[src/rtl/mux_out_fifo_bank.sv]
// mux_out_fifo_bank
//   Four-lane output buffer that sits directly after the 4-lane MUX stage.
//   Each MUX output lane feeds its own independent FIFO. Every lane has its
//   own pop/valid read port toward the transaction layer. An aggregate pause
//   flag goes back upstream so the MUX/FSM stops pushing before a lane
//   overflows.
//
//   Build option: FIFO_FWFT_EN
//     defined   -> first-word-fall-through read (head word visible combinationally)
//     undefined -> registered read, 1-cycle latency after an accepted pop
//
// Ports
//   clk                  rising-edge clock
//   reset_L              asynchronous, active-low reset
//   push[3:0]            push[i] writes data_in<i> into lane i
//   data_in0..3          lane write words (MUX Out0..Out3)
//   pop[3:0]             pop[i] reads the head of lane i
//   data_out0..3         lane read words
//   valid_out[3:0]       data_out<i> holds a popped (or head) word
//   empty/full[3:0]      lane count == 0 / == DEPTH
//   almost_empty[3:0]    lane count <= AE_THRESH
//   almost_full[3:0]     lane count >= AF_THRESH
//   pause                OR of almost_full, backpressure to MUX/FSM
//   err[3:0]             sticky overflow/underflow per lane
module mux_out_fifo_bank #(
  parameter int DATA_W    = 10,
  parameter int DEPTH     = 8,
  parameter int ADDR_W    = 3,
  parameter int AF_THRESH = 6,
  parameter int AE_THRESH = 1
) (
  input  logic              clk,
  input  logic              reset_L,
  input  logic [3:0]        push,
  input  logic [DATA_W-1:0] data_in0,
  input  logic [DATA_W-1:0] data_in1,
  input  logic [DATA_W-1:0] data_in2,
  input  logic [DATA_W-1:0] data_in3,
  input  logic [3:0]        pop,
  output logic [DATA_W-1:0] data_out0,
  output logic [DATA_W-1:0] data_out1,
  output logic [DATA_W-1:0] data_out2,
  output logic [DATA_W-1:0] data_out3,
  output logic [3:0]        valid_out,
  output logic [3:0]        empty,
  output logic [3:0]        full,
  output logic [3:0]        almost_empty,
  output logic [3:0]        almost_full,
  output logic              pause,
  output logic [3:0]        err
);

  localparam logic [ADDR_W:0] LP_DEPTH = (ADDR_W+1)'(DEPTH);
  localparam logic [ADDR_W:0] LP_AF    = (ADDR_W+1)'(AF_THRESH);
  localparam logic [ADDR_W:0] LP_AE    = (ADDR_W+1)'(AE_THRESH);
  localparam logic [ADDR_W:0] LP_ONE   = (ADDR_W+1)'(1);

  logic [DATA_W-1:0] w_din  [4];
  logic [DATA_W-1:0] w_dout [4];

  assign w_din[0] = data_in0;
  assign w_din[1] = data_in1;
  assign w_din[2] = data_in2;
  assign w_din[3] = data_in3;

  assign data_out0 = w_dout[0];
  assign data_out1 = w_dout[1];
  assign data_out2 = w_dout[2];
  assign data_out3 = w_dout[3];

  for (genvar g = 0; g < 4; g++) begin : g_lane
    logic [DATA_W-1:0] r_mem [DEPTH];
    logic [ADDR_W-1:0] r_wr_ptr;
    logic [ADDR_W-1:0] r_rd_ptr;
    logic [ADDR_W:0]   r_count;
    logic              r_err;
    logic              w_empty;
    logic              w_full;
    logic              w_pop_acc;
    logic              w_push_acc;

    assign w_empty    = (r_count == '0);
    assign w_full     = (r_count == LP_DEPTH);
    assign w_pop_acc  = pop[g] && !w_empty;
    // A full lane still takes a push when the head leaves in the same cycle.
    assign w_push_acc = push[g] && (!w_full || w_pop_acc);

    // Storage carries no reset; contents are meaningless until written.
    always_ff @(posedge clk) begin
      if (w_push_acc) begin
        r_mem[r_wr_ptr] <= w_din[g];
      end
    end

    always_ff @(posedge clk or negedge reset_L) begin
      if (!reset_L) begin
        r_wr_ptr <= '0;
        r_rd_ptr <= '0;
        r_count  <= '0;
        r_err    <= 1'b0;
      end else begin
        if (w_push_acc) r_wr_ptr <= r_wr_ptr + 1'b1;
        if (w_pop_acc)  r_rd_ptr <= r_rd_ptr + 1'b1;
        case ({w_push_acc, w_pop_acc})
          2'b10:   r_count <= r_count + LP_ONE;
          2'b01:   r_count <= r_count - LP_ONE;
          default: r_count <= r_count;
        endcase
        if ((push[g] && !w_push_acc) || (pop[g] && !w_pop_acc)) begin
          r_err <= 1'b1;
        end
      end
    end

`ifdef FIFO_FWFT_EN
    // Head word is presented while the lane holds data; forced to zero when
    // empty so the output never exposes unwritten storage.
    assign w_dout[g]    = w_empty ? '0 : r_mem[r_rd_ptr];
    assign valid_out[g] = !w_empty;
`else
    logic [DATA_W-1:0] r_dout;
    logic              r_valid;

    always_ff @(posedge clk or negedge reset_L) begin
      if (!reset_L) begin
        r_dout  <= '0;
        r_valid <= 1'b0;
      end else begin
        r_valid <= w_pop_acc;
        if (w_pop_acc) r_dout <= r_mem[r_rd_ptr];
      end
    end

    assign w_dout[g]    = r_dout;
    assign valid_out[g] = r_valid;
`endif

    assign empty[g]        = w_empty;
    assign full[g]         = w_full;
    assign almost_empty[g] = (r_count <= LP_AE);
    assign almost_full[g]  = (r_count >= LP_AF);
    assign err[g]          = r_err;
  end

  // Flags come from the registered count, so pause rises the cycle after a
  // lane reaches AF_THRESH, leaving DEPTH-AF_THRESH slots for in-flight words.
  assign pause = |almost_full;

endmodule
[config.mk]
export PLATFORM = sky130hd
export DESIGN_NAME = mux_out_fifo_bank
export DESIGN_NICKNAME = d
export VERILOG_FILES = /design/src/rtl/mux_out_fifo_bank.sv
export SDC_FILE = /design/constraint.sdc
export NUM_CORES = 1
export LEC_CHECK = 0
export ABC_AREA = 1
export BUFFER_PORTS_ARGS = -buffer_cell sky130_fd_sc_hd__buf_2
export CORE_MARGIN = 4
export CORE_UTILIZATION = 25
export DETAILED_ROUTE_END_ITERATION = 16
export SETUP_SLACK_MARGIN = 0.4
export SYNTH_ARGS = -nofsm -noshare
export SYNTH_HDL_FRONTEND = slang
export SYNTH_SLANG_ARGS = --single-unit
[constraint.sdc]
create_clock -name clk -period 2.6 [get_ports clk]
set_clock_uncertainty 0.2 [all_clocks]
set_input_delay 0 -clock clk [delete_from_list [all_inputs] [get_ports clk]]
set_output_delay 0 -clock clk [all_outputs]
set_load 0.01 [all_outputs]
# After elaboration in Yosys (flattened, before gate mapping)
# Memory sizes are Yosys's and may differ from the RTL's. A register that Yosys moved wholly into a read port is not among the register bits.
# Index checks and enable logic that the tools add are counted.
# W data, S select, Z words.
dict set report totals {
  reg_bits 48
  latchBits 0
  ramBits 320
  rom_bits 0
  input_bits 50
  output_inout_bits 65
  mem_count 4
}
dict set report classes {
  n_addsub 16
  multipliers 0
  n_div 0
  n_lt_le_gt_ge 8
  n_eq_ne 12
  n_shift 0
  muxes 12
  n_bitwise 0
  reduce_logical 53
}
# name words word_bits rd rd_clocked_by_memory_dff wr line_no
set mem_list {}
lappend mem_list {{g_lane[0].r_mem} 8 10 1 1 1 72} ;# logic [DATA_W-1:0] r_mem [DEPTH];
lappend mem_list {{g_lane[1].r_mem} 8 10 1 1 1 72}
lappend mem_list {{g_lane[2].r_mem} 8 10 1 1 1 72}
lappend mem_list {{g_lane[3].r_mem} 8 10 1 1 1 72}
# operator count
set op_table {}
lappend op_table {{$pmux W4 S2} 4}
lappend op_table {{$add A3 B1 Y3 const B} 8}
lappend op_table {{$logic_not A1 Y1} 20}
lappend op_table {{$add A4 B1 Y4 const B} 4}
lappend op_table {{$eq A4 B4 Y1 const B} 4}
lappend op_table {{$ge A4 B3 Y1 const B} 4}
lappend op_table {{$le A4 B1 Y1 const B} 4}
lappend op_table {{$logic_and A1 B1 Y1} 16}
lappend op_table {{$logic_not A4 Y1} 4}
lappend op_table {{$sub A4 B1 Y4 const B} 4}
lappend op_table {{$eq A2 B1 Y1 const B} 4}
lappend op_table {{$eq A2 B2 Y1 const B} 4}
lappend op_table {{$logic_or A1 B1 Y1} 8}
lappend op_table {{$mux W1} 8}
lappend op_table {{$reduce_bool A2 Y1} 4}
lappend op_table {{$reduce_or A4 Y1} 1}

# Longest topological paths before layout
# Gate-level depths: netlist of run 1.
dict set report logic_depth {
  depth_word 8
  ltp_mapped 13
  ltp_nobuf 13
}

# Least setup slack after synthesis of run 1
# Ideal clock, no wire load.
dict set report synth_timing {
  path_kind {reg-to-reg}
  startpoint {reg g_lane[1].r_count[0]}
  endpoint {mem g_lane[1].r_mem[0][0], enable pin}
  setup_time_ns 0.376
  arrival_time_ns 1.656
  required_time_ns 2.024
  path_slack_ns 0.368
  path_stages_with_launch 8
  cell_sequence {dfrtp_1 -> inv_1 -> ha_1 -> inv_1 -> nor3_4 -> a21boi_2 -> nand2_1 -> nor2_1}
}
dict set report synth_via {
  elab_cells_between_ends 9
  cone_classes {eq/ne (1); mux (2); reduce/logical (6)}
}
# element line_no
set synth_lines {}
lappend synth_lines {{start, declared} 75} ;# logic [ADDR_W:0] r_count;
lappend synth_lines {{start signal, assigned} 105} ;# 2'b10: r_count <= r_count + LP_ONE;
lappend synth_lines {{start signal, assigned} 106} ;# 2'b01: r_count <= r_count - LP_ONE;
lappend synth_lines {{start signal, assigned} 107} ;# default: r_count <= r_count;
lappend synth_lines {{$eq A4 B4 Y1} 83} ;# assign w_full = (r_count == LP_DEPTH);
lappend synth_lines {{net g_lane[1].w_full} 78} ;# logic w_full;
lappend synth_lines {{$logic_not A1 Y1} 86} ;# assign w_push_acc = push[g] && (!w_full || w_pop_acc);
lappend synth_lines {{$logic_or A1 B1 Y1} 86}
lappend synth_lines {{$logic_and A1 B1 Y1} 86}
lappend synth_lines {{$mux W1} 90} ;# if (w_push_acc) begin
lappend synth_lines {{$mux W1 (implied by the code)} 91} ;# r_mem[r_wr_ptr] <= w_din[g];
lappend synth_lines {{end, declared} 72}
# The timed path passes the listed nets, and every way through them passes these cells.

# Worst setup path in the final report of run 1
dict set report layout_timing {
  startpoint {reg g_lane[2].r_count[1]}
  endpoint {reg g_lane[2].r_wr_ptr[0]}
}
dict set report layout_via {
  elab_chain_cells 5
  elab_cells_between_ends 7
  cone_classes {eq/ne (1); reduce/logical (6)}
}
# element line_no
set layout_lines {}
lappend layout_lines {{start, declared} 75}
lappend layout_lines {{start signal, assigned} 105}
lappend layout_lines {{start signal, assigned} 106}
lappend layout_lines {{start signal, assigned} 107}
lappend layout_lines {{$logic_not A4 Y1} 82} ;# assign w_empty = (r_count == '0);
lappend layout_lines {{$logic_not A1 Y1} 84} ;# assign w_pop_acc = pop[g] && !w_empty;
lappend layout_lines {{$logic_and A1 B1 Y1} 84}
lappend layout_lines {{$logic_or A1 B1 Y1 *} 86}
lappend layout_lines {{$logic_and A1 B1 Y1 *} 86}
lappend layout_lines {{end signal, assigned} 102} ;# if (w_push_acc) r_wr_ptr <= r_wr_ptr + 1'b1;
lappend layout_lines {{end, declared} 73} ;# logic [ADDR_W-1:0] r_wr_ptr;
# Every way passes the cells marked *; elsewhere a longest branch is shown, timed or not.
# A chain may end at the register's enable or synchronous reset.

==> PnR_summary.wiki, run 1 <==
{| class="wikitable"
! Metric !! Value
|-
| Register clock-pin slew on the reported worst setup and hold paths || ~0.060 ns
|-
| Synthesized netlist cell count || ~1700
|-
| Number of flops mapped to enable cells by yosys || 320
|-
| CTS root buffer || sky130_fd_sc_hd__clkbuf_16
|-
| Switching share of power || 36.8%
|-
| Overall overflow remaining after global route || 0
|-
| Most frequent cell after synthesis || sky130_fd_sc_hd__nand2_1
|-
| Max Cap Viol || 0
|-
| Floorplan Core Area || around 70000 sq um
|-
| Largest area contributor in the netlist || sky130_fd_sc_hd__edfxtp_1
|-
| Tcrit/Tclk final || between 70% and 80%
|-
| CTS max path bufs || 3
|-
| Number of buffers created by CTS || between 40 and 50
|-
| Hold Fails Final Rpt || 0
|-
| TritonCTS clock tree || yes
|-
| Mean number of vias per cell || 4.27
|-
| Ant. Diodes || 0
|-
| Highest achievable clock rate || ~490 MHz
|-
| Final Max Tran Viols || 0
|-
| Insertion delay of the later-clocked pin in the worst-skew pair || 0.55 ns
|-
| Min Tclk post-route || approximately 2.1 ns
|-
| Post-route ant nets || 0
|-
| Clock sinks || around 400
|-
| Min-delay src || data_in3[8]
|-
| Switching power total || 8820 uW
|-
| Register-to-register path setup slack || approximately 0.54 ns
|-
| Cell count of the worst reg-to-reg path || 9
|-
| Reg power frac || approximately two fifths
|-
| WP data arrival || approximately 2.4 ns
|-
| Fraction of final layout cells sized beyond drive strength 1 || between 10% and 20%
|-
| Overall track demand over capacity in global routing || around 11%
|-
| TritonRoute pass-1 iters || 5
|-
| Crit. End Element || flop
|-
| Net total in the final layout || between 1500 and 2000
|-
| Synthesized area per cell || 10.5 sq um
|-
| Min-Delay Endpoint || g_lane[3].r_mem[3][8]
|-
| Maximum number of pins on one net before global-route repair || 50
|-
| Category of the worst setup path launch point || flop
|-
| Std-Cell Rows || 97
|-
| Post-Syn Area || 17700 sq um
|-
| Buffers added on ports || between 100 and 150
|-
| DIE HEIGHT || ~270 um
|-
| Finished Cell Area || about 22000 sq um
|-
| Number of H-tree levels || 2
|-
| R2R Path Start || g_lane[2].r_count[1]
|-
| Proportion of synthesized chip area in sequential cells || around two thirds
|-
| Total of endpoints with negative setup slack in the final report || 0
|-
| Top_reg_cell synth || sky130_fd_sc_hd__edfxtp_1
|-
| Relative slew margins || between 50% and 60%
|-
| Total negative slack || 0 ns
|-
| Number of filler instances in the final layout || approximately 7100
|-
| Slew at the pin closest to its max-slew limit || ~0.67 ns
|-
| Power density over the cells || around 1100 nW/um^2
|-
| Worst voltage drop across the vdd grid || between 0.4 and 0.5 mV
|-
| Area contributors post-synth || sky130_fd_sc_hd__edfxtp_1, sky130_fd_sc_hd__dfrtp_1, sky130_fd_sc_hd__nand2_1
|-
| Crit Reg-Reg Endpoint || g_lane[2].r_wr_ptr[0]
|-
| Clock network power share || between 20% and 30%
|-
| Die width || 274 um
|-
| Top cell type's share of synthesized area || approximately 54%
|-
| Post-Route Hold Slack || ~0.12 ns
|-
| Routed wire length per instance || 14.9 um
|-
| Most numerous cell types in the synthesized netlist || sky130_fd_sc_hd__nand2_1, sky130_fd_sc_hd__edfxtp_1, sky130_fd_sc_hd__nand3_1
|-
| Count of warnings emitted by yosys || 0
|-
| Logic pwr share || ~34%
|-
| Final Wtd Congestion || ~0.84
|-
| Power Internal || between 15000 and 20000 uW
|-
| Area growth, synth to finish || 23.0%
|-
| IO Count || 115
|-
| Post-place setup slack || around 0.11 ns
|-
| Leakage power || ~0.0091 uW
|-
| Overall power || roughly 24000 uW
|-
| Number of cells on the worst hold path || 2
|-
| Async set or reset register ratio after synthesis || between 20% and 30%
|-
| Number of flip-flops and latches in the synthesized netlist || 408
|-
| Starting density of the core || approximately a quarter
|-
| Unrepaired setup endpoints after global routing || yes
|-
| Unique cell type count in the Yosys netlist || 34
|-
| Via count of the first global-routing pass || between 10000 and 15000
|-
| Critical setup path kind || flop to flop
|-
| WL final || 42.5 mm
|-
| Final worst setup slack || around 0.54 ns
|-
| Antenna violations before repair || 1
|-
| HPWL after detailed placement || around 29 mm
|-
| First-pass GRT wire length || 66.9 mm
|-
| Iter 0 DRT Violations || a little over 800
|-
| Type of the most critical hold path || input pin to flop
|-
| Critical Path RT || 2.90 ns
|-
| Post-route DRC violation count || 0
|-
| Result of the run || completed
|-
| Die ar. || 75300 sq um
|-
| Maximum fanout along the worst path || 4
|-
| Number of vias in the routed layout || around 12000
|-
| Net count after synthesis || 1758
|-
| Post-detailed-placement cell area || about 19000 sq um
|}
==> cell usage in the layout (no fill, tap or decap), drive strengths merged <==
master and count:
nor3 2, clkinv 15, a21oi 3, clkbuf 60, or2 2, clkinvlp 5, xor2 13, nand4 5
nand2 599, bufinv 5, nand3b 2, inv 148, a21boi 2, o22ai 1, nor2 136, o221ai 2
nand3 182, ha 26, dfrtp 88, o21ai 62, xnor2 8, buf 174, edfxtp 320, dlygate4sd3 56
==> per-layer routing <==
layer / vias up / GRT usage (%) / wire (um)
met2: 344 / 19.0 / 20900
met4: 0 / 4.10 / 1240
li1: 5894 / - / -
met1: 5880 / 14.2 / 17900
met3: 86 / 2.12 / 2500
met5: - / 0 / 0
==> worst max path at each step <==
stage	endpoint	from	cells after the start	slack [ns]
after floorplan	g_lane[1].r_mem[2][0]	g_lane[1].r_count[0]	7	0.37
after global placement	g_lane[3].r_mem[4][4]	g_lane[3].r_count[0]	8	0.24
after detailed placement	g_lane[3].r_mem[4][2]	g_lane[3].r_count[0]	8	0.11
after CTS	pause	g_lane[2].r_count[0]	7	0.39
after global routing	g_lane[1].r_count[3]	g_lane[1].r_count[1]	13	0.37
final	g_lane[2].r_wr_ptr[0]	g_lane[2].r_count[1]	9	0.54
==> worst max-delay path: stages (launching register included) <==
cell and delay, ns:
sky130_fd_sc_hd__dfrtp_2 0.43, sky130_fd_sc_hd__inv_1 0.09, sky130_fd_sc_hd__ha_2 0.24, sky130_fd_sc_hd__nand2_2 0.08, sky130_fd_sc_hd__nor2_4 0.12, sky130_fd_sc_hd__nand2_4 0.08
sky130_fd_sc_hd__nand2_4 0.09, sky130_fd_sc_hd__nand2_1 0.05, sky130_fd_sc_hd__dlygate4sd3_1 0.55, sky130_fd_sc_hd__nand2_1 0.06
==> state kept, by name, indices dropped and copies added, names as in the netlist <==
name and flops:
data_out0 10, data_out1 10, data_out2 10, data_out3 10, g_lane.r_count 16, g_lane.r_err 4
g_lane.r_mem 320, g_lane.r_rd_ptr 12, g_lane.r_valid 4, g_lane.r_wr_ptr 12
==> power groups by stage <==
stage               clock (uW)  combinational [uW]  sequential (uW)
global route              6990                9390             9360
floorplan                    0                5560             9170
global placement             0                7600             9330
finish                    6520                8260             9230
detailed placement           0                7740             9380
CTS                       6700                8160             9230
==> stage by stage <==
stage	util (%)	std cells
2_1_floorplan	-	1682
3_3_place_gp	27.5	2689
3_5_place_dp	27.5	2689
4_1_cts	30.9	2843
5_1_grt	31.1	2856
6_report	31.1	2856
==> cell type report <==
| class | instances | area [sq um] | share of cell area (%) |
|---|---|---|---|
| timing repair buffer | 230 | 1690 | 7.75 |
| clock inverter | 27 | 272 | 1.24 |
| sequential | 408 | 11800 | 54.2 |
| multi-input combinational | 1045 | 5030 | 23.1 |
| inverter | 146 | 558 | 2.56 |
| clock buffer | 60 | 1270 | 5.81 |
| tap | 940 | 1180 | 5.39 |
==> cell families (layout without fill, tap and decap cells) <==
family          count (synthesis)  after routing  share of synthesized area (%)
compound gates                 70             70                           2.10
xor+xnor                       21             21                           1.04
fa+ha+maj                      26             26                           1.83
buf+inv                       230            463                           5.90
flops                         408            408                           66.6
simple gates                  927            928                           22.5
==> timing repair <==
item | CTS | global route
gates cloned | 0 | 1
setup buffers | 10 | 12
hold buffers | 57 | 0
pin swaps | 6 | 14
resized for setup | 30 | 20
setup endpoints to repair | 273 | 254
hold endpoints to repair | 560 | 0
No activity file was read; power rests on OpenSTA's default activity.
==> run 2, diff against run 1 <==
--- a/config.mk
+++ b/config.mk
@@ -5,7 +5,7 @@
 export SDC_FILE = /design/constraint.sdc
 export NUM_CORES = 1
 export LEC_CHECK = 0
-export ABC_AREA = 1
+export ABC_AREA = 0
 export BUFFER_PORTS_ARGS = -buffer_cell sky130_fd_sc_hd__buf_2
 export CORE_MARGIN = 4
 export CORE_UTILIZATION = 25
==> constraint.sdc (replaced) <==
create_clock -name clk -period 1.8 [get_ports clk]
set_clock_uncertainty 0.2 [all_clocks]
set_input_delay 0 -clock clk [delete_from_list [all_inputs] [get_ports clk]]
set_output_delay 0 -clock clk [all_outputs]
set_load 0.01 [all_outputs]
==> run 2 against run 1 <==
Compared with the run above:
- the flow now finishes with violations (hold timing, setup timing)
- wire length fell by 7.0%
- cell count is 18% lower
- sequential power is 47% higher
- non-clock buffer count up 134
- register-to-register slack got worse by 1.0 ns
- first-iteration DRC count shrank 47%
- core utilization grew 5.2 points
- design area grew 9.7%
- largest power group is now combinational logic
==> PnR_summary.wiki, run 2 <==
{| class="wikitable"
! Metric !! Value
|-
| Result of the run || finished with violations (was completed)
|-
| Violated checks || hold timing, setup timing
|-
| Floorplan Core Area || 66000 sq um (was 70100 sq um)
|-
| CP endpoint || pause (was g_lane[2].r_wr_ptr[0])
|-
| Proportion of synthesized chip area in sequential cells || 70.8% (was 66.6%)
|-
| Buffers added on ports || 114 (unchanged)
|-
| Register clock-pin slew on the reported worst setup and hold paths || 0.06 ns (about the same)
|-
| Final Wtd Congestion || 0.720 (was 0.842)
|-
| Post-Syn Area || 16700 sq um (was 17700 sq um)
|-
| Cell count of the worst reg-to-reg path || 12 (was 9)
|-
| Most frequent standard cell in the layout excluding fill and tap cells || sky130_fd_sc_hd__edfxtp_1 (was sky130_fd_sc_hd__nand2_1)
|-
| Total of endpoints with negative setup slack in the final report || 406 (was 0)
|-
| Hold bufs inserted after CTS || 50 (was 57)
|-
| Flip-flop count of the largest register after layout || 320 (unchanged)
|-
| Crit Reg-Reg Endpoint || g_lane[2].r_mem[1][5] (was g_lane[2].r_wr_ptr[0])
|-
| Power density over the cells || 1610 nW/um^2 (was 1100 nW/um^2)
|-
| Async set or reset register ratio after synthesis || 21.6% (unchanged)
|-
| Die ar. || 70900 sq um (was 75300 sq um)
|-
| Most numerous cell types in the synthesized netlist || sky130_fd_sc_hd__edfxtp_1, sky130_fd_sc_hd__mux2i_1, sky130_fd_sc_hd__dfrtp_1 (was sky130_fd_sc_hd__nand2_1, sky130_fd_sc_hd__edfxtp_1, sky130_fd_sc_hd__nand3_1)
|-
| Leakage power || 0.00921 uW (was 0.00909 uW)
|-
| Largest area contributor in the netlist || sky130_fd_sc_hd__edfxtp_1 (unchanged)
|-
| Most Frequent Cell on Critical Path || sky130_fd_sc_hd__buf_6
|-
| Levels on crit path || 6 (was 9)
|-
| Unrepaired setup endpoints after global routing || yes (unchanged)
|-
| Highest achievable clock rate || 439 MHz
|-
| Number of flops mapped to enable cells by yosys || 320 (unchanged)
|-
| Total area of multi-input combinational cells || 5580 sq um (was 5030 sq um)
|-
| Final worst setup slack || -0.477 ns (was 0.542 ns)
|-
| R2R Path Start || g_lane[2].r_count[1] (unchanged)
|-
| WP data arrival || 2.08 ns (was 2.35 ns)
|-
| Unique cell type count in the Yosys netlist || 46 (was 34)
|-
| Maximum number of pins on one net before global-route repair || 50 (unchanged)
|-
| Starting density of the core || 25.3% (about the same)
|-
| Critical setup path kind || flop to primary output (was flop to flop)
|-
| Insertion delay of the later-clocked pin in the worst-skew pair || 0.55 ns (about the same)
|-
| Tcrit/Tclk final || 127%
|-
| Relative slew margins || 33.8% (was 55.4%)
|-
| Type of the most critical hold path || input pin to asynchronous set/reset pin (was input pin to flop)
|-
| DIE HEIGHT || 266 um (was 274 um)
|-
| Net count after synthesis || 1182 (was 1758)
|-
| IO Count || 115 (unchanged)
|-
| Count of warnings emitted by yosys || 0 (unchanged)
|-
| Startpoint of the worst setup timing path || g_lane[3].r_count[1] (was g_lane[2].r_count[1])
|-
| Area contributors post-synth || sky130_fd_sc_hd__edfxtp_1, sky130_fd_sc_hd__dfrtp_1, sky130_fd_sc_hd__mux2i_1 (was sky130_fd_sc_hd__edfxtp_1, sky130_fd_sc_hd__dfrtp_1, sky130_fd_sc_hd__nand2_1)
|-
| Antenna violations before repair || 0 (was 1)
|-
| Post-layout util || 36.3% (was 31.1%)
|-
| Overall overflow remaining after global route || 0 (unchanged)
|-
| Crit path max-delay cell type || sky130_fd_sc_hd__or4_4 (was sky130_fd_sc_hd__dlygate4sd3_1)
|-
| Most frequent cell after synthesis || sky130_fd_sc_hd__edfxtp_1 (was sky130_fd_sc_hd__nand2_1)
|-
| Overall track demand over capacity in global routing || 10.8% (was 11.2%)
|-
| Finished Cell Area || 23900 sq um (was 21800 sq um)
|-
| Number of buffer and inverter stages on the critical path || 2 (unchanged)
|-
| Commonest non-fill, non-tap cells in the layout || sky130_fd_sc_hd__edfxtp_1, sky130_fd_sc_hd__mux2i_1, sky130_fd_sc_hd__buf_2 (was sky130_fd_sc_hd__nand2_1, sky130_fd_sc_hd__edfxtp_1, sky130_fd_sc_hd__nand3_1)
|-
| Mean number of vias per cell || 4.35 (was 4.27)
|-
| Top cell type's share of synthesized area || 57.6% (was 54.2%)
|-
| Number of flip-flops and latches in the synthesized netlist || 408 (unchanged)
|-
| Routed wire length per instance || 16.8 um (was 14.9 um)
|-
| Worst voltage drop across the vdd grid || 0.867 mV (was 0.474 mV)
|-
| Post-Route Hold Slack || -0.219 ns (was 0.117 ns)
|-
| CTS max path bufs || 3 (unchanged)
|-
| Number of buffers created by CTS || 45 (was 47)
|-
| Final Max Tran Viols || 0 (unchanged)
|-
| Synthesized area per cell || 15.1 sq um (was 10.5 sq um)
|-
| Number of H-tree levels || 2 (unchanged)
|-
| Category of the worst setup path launch point || flop (unchanged)
|-
| CTS root buffer || sky130_fd_sc_hd__clkbuf_16 (unchanged)
|-
| Number of vias in the routed layout || 10200 (was 12200)
|-
| Critical path cell sequence || buf_6, ha_4, o21ai_2, nand2_1, or4_4, buf_6 (was inv_1, ha_2, nand2_2, nor2_4, nand2_4, nand2_4, nand2_1, dlygate4sd3_1, nand2_1)
|-
| TritonCTS clock tree || yes (unchanged)
|-
| Top_reg_cell synth || sky130_fd_sc_hd__edfxtp_1 (unchanged)
|-
| Hold Fails Final Rpt || 25 (was 0)
|-
| Reg with most FFs || g_lane.r_mem (unchanged)
|-
| TritonRoute pass-1 iters || 5 (unchanged)
|-
| HPWL after detailed placement || 24.3 mm (was 28.6 mm)
|-
| Sequential cell area || 11800 sq um (about the same)
|-
| Iter 0 DRT Violations || 432 (was 812)
|-
| Top cell family by delay on the critical path || simple AND/OR/NAND/NOR gates (was buffers and inverters)
|-
| First-pass GRT wire length || 60.3 mm (was 66.9 mm)
|-
| Via count of the first global-routing pass || 10600 (was 12200)
|-
| Slew at the pin closest to its max-slew limit || 0.992 ns (was 0.667 ns)
|-
| Area growth, synth to finish || 43.4% (was 23.0%)
|-
| Die width || 266 um (was 274 um)
|-
| Maximum fanout along the worst path || 3 (was 4)
|-
| Std-Cell Rows || 94 (was 97)
|-
| Register-to-register path setup slack || -0.46 ns (was 0.54 ns)
|-
| Post-detailed-placement cell area || 19900 sq um (was 19300 sq um)
|-
| Fraction of final layout cells sized beyond drive strength 1 || 39.1% (was 17.4%)
|-
| Max stage delay on crit path || 0.51 ns (was 0.55 ns)
|-
| Crit. End Element || primary output (was flop)
|-
| Clock sinks || 408 (unchanged)
|-
| Net total in the final layout || 1528 (was 1954)
|-
| Largest registers ranked by flip-flop count || g_lane.r_mem x320, g_lane.r_count x16 (unchanged)
|-
| Number of filler instances in the final layout || 6150 (was 7137)
|-
| Synthesized netlist cell count || 1106 (was 1682)
|-
| Critical Path RT || 1.60 ns (was 2.90 ns)
|-
| Min Tclk post-route || between 2 and 2.5 ns
|-
| WL final || 39.5 mm (was 42.5 mm)
|-
| Post-route DRC violation count || 0 (unchanged)
|-
| Max Cap Viol || 0 (unchanged)
|-
| Post-route ant nets || 0 (unchanged)
|}
[run 2: layout make-up]
class                   count  share of cell area, %
clock buffers              61                   5.17
inverters                  39                  0.811
clock inverters            20                  0.968
repair buffers            364                   15.8
diodes                      1                 0.0105
multi-input cells         594                   23.3
flip-flops and latches    408                   49.4
well taps                 864                   4.52
[run 2: cells by family (layout without fill, tap and decap cells)]
group | Yosys count | count (layout) | share of synthesized area, %
flip-flops | 408 | 408 | 70.8
AND/OR/NAND/NOR | 227 | 227 | 6.41
multiplexers | 170 | 170 | 10.3
AO/OA/AOI/OAI | 145 | 145 | 6.14
buffers and inverters | 104 | 484 | 3.08
adder cells (fa/ha/maj) | 26 | 26 | 1.95
XOR/XNOR | 26 | 26 | 1.37
other | 0 | 1 | 0
[run 2: worst min path at each step]
stage	start	endpoint	slack, ns	depth (start not counted)
floorplan	reset_L	data_out0[0]	-0.50	0
global placement	reset_L	data_out2[4]	-0.20	1
detailed placement	reset_L	data_out2[4]	-0.19	1
CTS	reset_L	data_out3[2]	-0.25	2
global route	reset_L	data_out3[2]	-0.21	2
finish	reset_L	data_out2[4]	-0.22	2
[run 2: power by group]
group	total [uW]	leakage [uW]	switching [uW]	internal [uW]
logic	15800	0.00457	7910	7900
clock network	9070	0.000707	3640	5420
registers	13600	0.00394	1310	12300
[run 2: through the flow]
stage	setup WS (ns)	setup TNS [ns]	hold slack, ns	std cells	power [uW]
final	-0.477	-122.88	-0.219	2351	38500
after detailed placement	-0.252	-28.10	-0.188	2138	26000
after global routing	-0.567	-151.63	-0.212	2350	40700
after floorplan	-0.422	-54.65	-0.496	1106	21400
after global placement	-0.208	-18.76	-0.197	2138	25800
after CTS	-0.547	-106.04	-0.248	2317	37100
[run 2: metal layers]
| metal | track usage [%] | part of all wire [%] | vias to the layer above | routed length, um |
|---|---|---|---|---|
| met4 | 3.27 | 2.2 | 0 | 879 |
| met3 | 2.01 | 3.9 | 56 | 1530 |
| li1 | - | - | 4841 | - |
| met5 | 0 | 0 | - | 0 |
| met2 | 18.7 | 51 | 175 | 19900 |
| met1 | 13.7 | 43 | 5154 | 17100 |
[run 2: what timing repair did]
item                                    CTS  global route
gates cloned                              9             5
hold endpoints to repair                545            25
setup buffers                            39            28
endpoints found under the setup margin  424           426
pin swaps                                24            36
gates resized for setup                 109           152
==> run 3, diff against run 2 <==
--- a/config.mk
+++ b/config.mk
@@ -10,6 +10,7 @@
 export CORE_MARGIN = 4
 export CORE_UTILIZATION = 25
 export DETAILED_ROUTE_END_ITERATION = 16
+export PLACE_DENSITY = 0.39
 export SETUP_SLACK_MARGIN = 0.4
 export SYNTH_ARGS = -nofsm -noshare
 export SYNTH_HDL_FRONTEND = slang
==> run 3 against run 2 <==
Compared with the run above:
- hold slack gained 0.19 ns
- wire length increased by 12%
- the run still ends with hold timing, setup timing left
- critical path depth is the same
- via count increased by 0.63%
- sequential share of layout area decreased by 0.98 points
- critical path type unchanged
- non-clock buffer count is 42 higher
==> PnR_summary.wiki, run 3 (synthesis gave the netlist of run 2 again) <==
{| class="wikitable"
! Metric !! Value
|-
| Reg with most FFs || g_lane.r_mem (unchanged)
|-
| Flip-flop count of the largest register after layout || 320 (unchanged)
|-
| Max Cap Viol || 0 (unchanged)
|-
| Unrepaired setup endpoints after global routing || yes (unchanged)
|-
| Buffers added on ports || 114 (unchanged)
|-
| Post-layout util || 37.0% (was 36.3%)
|-
| HPWL after detailed placement || 26.8 mm (was 24.3 mm)
|-
| Register clock-pin slew on the reported worst setup and hold paths || 0.06 ns (about the same)
|-
| Std-Cell Rows || 94 (unchanged)
|-
| IO Count || 115 (unchanged)
|-
| Post-route ant nets || 0 (unchanged)
|-
| Net total in the final layout || 1573 (was 1528)
|-
| Crit. End Element || primary output (unchanged)
|-
| Crit path max-delay cell type || sky130_fd_sc_hd__or4_4 (unchanged)
|-
| Number of cells on the worst hold path || 7
|-
| Maximum fanout along the worst path || 4 (was 3)
|-
| WL final || 44.1 mm (was 39.5 mm)
|-
| Type of the most critical hold path || input pin to flop (was input pin to asynchronous set/reset pin)
|-
| Starting density of the core || 25.3% (unchanged)
|-
| Leakage power || 0.00955 uW (was 0.00921 uW)
|-
| Min-Delay Endpoint || g_lane[3].r_wr_ptr[2]
|-
| Sequential cell area || 11800 sq um (unchanged)
|-
| Floorplan Core Area || 66000 sq um (unchanged)
|-
| Min-delay src || push[3]
|-
| Die width || 266 um (unchanged)
|-
| Post-Route Hold Slack || -0.0266 ns (was -0.219 ns)
|-
| Hold bufs inserted after CTS || 50 (unchanged)
|-
| Total negative slack || -123.35 ns (was -122.88 ns)
|-
| Largest registers ranked by flip-flop count || g_lane.r_mem x320, g_lane.r_count x16 (unchanged)
|-
| Area growth, synth to finish || 46.3% (was 43.4%)
|-
| Final Max Tran Viols || 0 (unchanged)
|-
| Post-route DRC violation count || 0 (unchanged)
|-
| Violated checks || hold timing, setup timing (unchanged)
|-
| WP data arrival || 2.11 ns (was 2.08 ns)
|-
| Category of the worst setup path launch point || flop (unchanged)
|-
| Max stage delay on crit path || 0.51 ns (about the same)
|-
| Overall power || 40100 uW (was 38500 uW)
|-
| Clock sinks || 408 (unchanged)
|-
| Die ar. || 70900 sq um (unchanged)
|-
| Final Wtd Congestion || 0.702 (was 0.720)
|-
| Critical path cell sequence || buf_6, ha_4, o21ai_2, nand2_1, or4_4, buf_6 (unchanged)
|-
| Commonest non-fill, non-tap cells in the layout || sky130_fd_sc_hd__edfxtp_1, sky130_fd_sc_hd__mux2i_1, sky130_fd_sc_hd__buf_2, sky130_fd_sc_hd__buf_4, sky130_fd_sc_hd__buf_6 (was sky130_fd_sc_hd__edfxtp_1, sky130_fd_sc_hd__mux2i_1, sky130_fd_sc_hd__buf_2)
|-
| Cell count of the worst reg-to-reg path || 12 (unchanged)
|-
| Count of non-filler cells in the finished layout || 2400 (was 2351)
|-
| Critical Path RT || 1.60 ns (about the same)
|-
| R2R Path Start || g_lane[3].r_count[0] (was g_lane[2].r_count[1])
|-
| Most frequent standard cell in the layout excluding fill and tap cells || sky130_fd_sc_hd__edfxtp_1 (unchanged)
|-
| DIE HEIGHT || 266 um (unchanged)
|-
| TritonRoute pass-1 iters || 5 (unchanged)
|-
| TritonCTS clock tree || yes (unchanged)
|-
| Final worst setup slack || -0.514 ns (was -0.477 ns)
|-
| Critical setup path kind || flop to primary output (unchanged)
|-
| Worst voltage drop across the vdd grid || 0.780 mV (was 0.867 mV)
|-
| Highest achievable clock rate || 432 MHz (was 439 MHz)
|-
| Maximum number of pins on one net before global-route repair || 35 (was 50)
|-
| CTS max path bufs || 3 (unchanged)
|-
| Placed Cells || 2161 (was 2138)
|-
| First-pass GRT wire length || 65.6 mm (was 60.3 mm)
|-
| Slew at the pin closest to its max-slew limit || 0.887 ns (was 0.992 ns)
|-
| Number of vias in the routed layout || 10300 (was 10200)
|-
| Min Tclk post-route || 2.31 ns (was 2.28 ns)
|-
| Power density over the cells || 1640 nW/um^2 (was 1610 nW/um^2)
|-
| Most Frequent Cell on Critical Path || sky130_fd_sc_hd__buf_6 (unchanged)
|-
| Number of H-tree levels || 2 (unchanged)
|-
| Insertion delay of the later-clocked pin in the worst-skew pair || 0.56 ns (was 0.55 ns)
|-
| Total area of multi-input combinational cells || 5570 sq um (was 5580 sq um)
|-
| Number of filler instances in the final layout || 6249 (was 6150)
|-
| Register-to-register path setup slack || -0.47 ns (was -0.46 ns)
|-
| Overall overflow remaining after global route || 0 (unchanged)
|-
| Tcrit/Tclk final || 129% (was 127%)
|-
| Via count of the first global-routing pass || 10600 (about the same)
|-
| CTS root buffer || sky130_fd_sc_hd__clkbuf_16 (unchanged)
|-
| Crit Reg-Reg Endpoint || g_lane[3].r_mem[1][9] (was g_lane[2].r_mem[1][5])
|-
| Total of endpoints with negative setup slack in the final report || 405 (was 406)
|-
| Iter 0 DRT Violations || 391 (was 432)
|-
| Mean number of vias per cell || 4.29 (was 4.35)
|-
| Overall track demand over capacity in global routing || 12.1% (was 10.8%)
|-
| Result of the run || finished with violations (unchanged)
|-
| Number of buffers created by CTS || 48 (was 45)
|-
| Fraction of final layout cells sized beyond drive strength 1 || 41.2% (was 39.1%)
|-
| Routed wire length per instance || 18.4 um (was 16.8 um)
|-
| Relative slew margins || 40.8% (was 33.8%)
|-
| Antenna violations before repair || 1 (was 0)
|-
| Hold Fails Final Rpt || 1 (was 25)
|}
==> run 3: through the flow <==
stage          area, sq um  worst slack (ns)
5_1_grt              24400            -0.592
3_5_place_dp         20100            -0.221
6_report             24400            -0.514
2_1_floorplan        17400            -0.422
4_1_cts              23500            -0.582
3_3_place_gp         20100            -0.228
==> run 3: report_power, final <==
group | internal [uW] | switching (uW)
clock | 6150 | 3780
combinational | 8400 | 8410
sequential | 12300 | 1120
total | 26800 | 13300
==> run 3: critical path, delay by kind of cell, from the launching register on <==
kind	cells	cell delay, ns
buffers and inverters	2	0.27
DFF	1	0.41
and+or+nand+nor	2	0.59
adders and majority gates	1	0.15
AOI/OAI and AO/OA	1	0.14
==> run 3: metal layers <==
| layer | GRT usage, % | wire, um | up-vias |
|---|---|---|---|
| met5 | 0 | 7 | - |
| met4 | 2.94 | 830 | 2 |
| met3 | 2.29 | 1560 | 60 |
| met2 | 19.6 | 21000 | 159 |
| met1 | 16.8 | 20700 | 5128 |
| li1 | - | - | 4941 |
==> run 3: final cells by class <==
cell class / count / area share, %
Antenna cell: 1 / 0.0103
Clock buffer: 64 / 5.42
Clock inverter: 24 / 1.22
Inverter: 39 / 0.733
Multi-Input combinational cell: 594 / 22.8
Sequential cell: 408 / 48.4
Tap cell: 864 / 4.43
Timing Repair Buffer: 406 / 17.0
==> run 3: timing repair <==
| action | 4_1_cts | 5_1_grt |
|---|---|---|
| cloned | 9 | 4 |
| endpoints found under the hold margin | 535 | 1 |
| setup buffers | 58 | 29 |
| endpoints found under the setup margin | 424 | 426 |
| pin swaps | 38 | 68 |
| gates resized for setup | 112 | 159 |
==> run 3: worst max path at each step <==
stage / start / endpoint / slack (ns) / cells after the start
6_report: g_lane[2].r_count[1] / pause / -0.51 / 6
5_1_grt: g_lane[1].r_count[0] / pause / -0.59 / 7
4_1_cts: g_lane[0].r_count[0] / pause / -0.58 / 7
3_5_place_dp: g_lane[1].r_count[0] / g_lane[1].r_count[3] / -0.22 / 9
3_3_place_gp: g_lane[1].r_count[0] / g_lane[1].r_count[3] / -0.23 / 9
2_1_floorplan: g_lane[3].r_count[0] / g_lane[3].r_mem[0][0] / -0.42 / 7
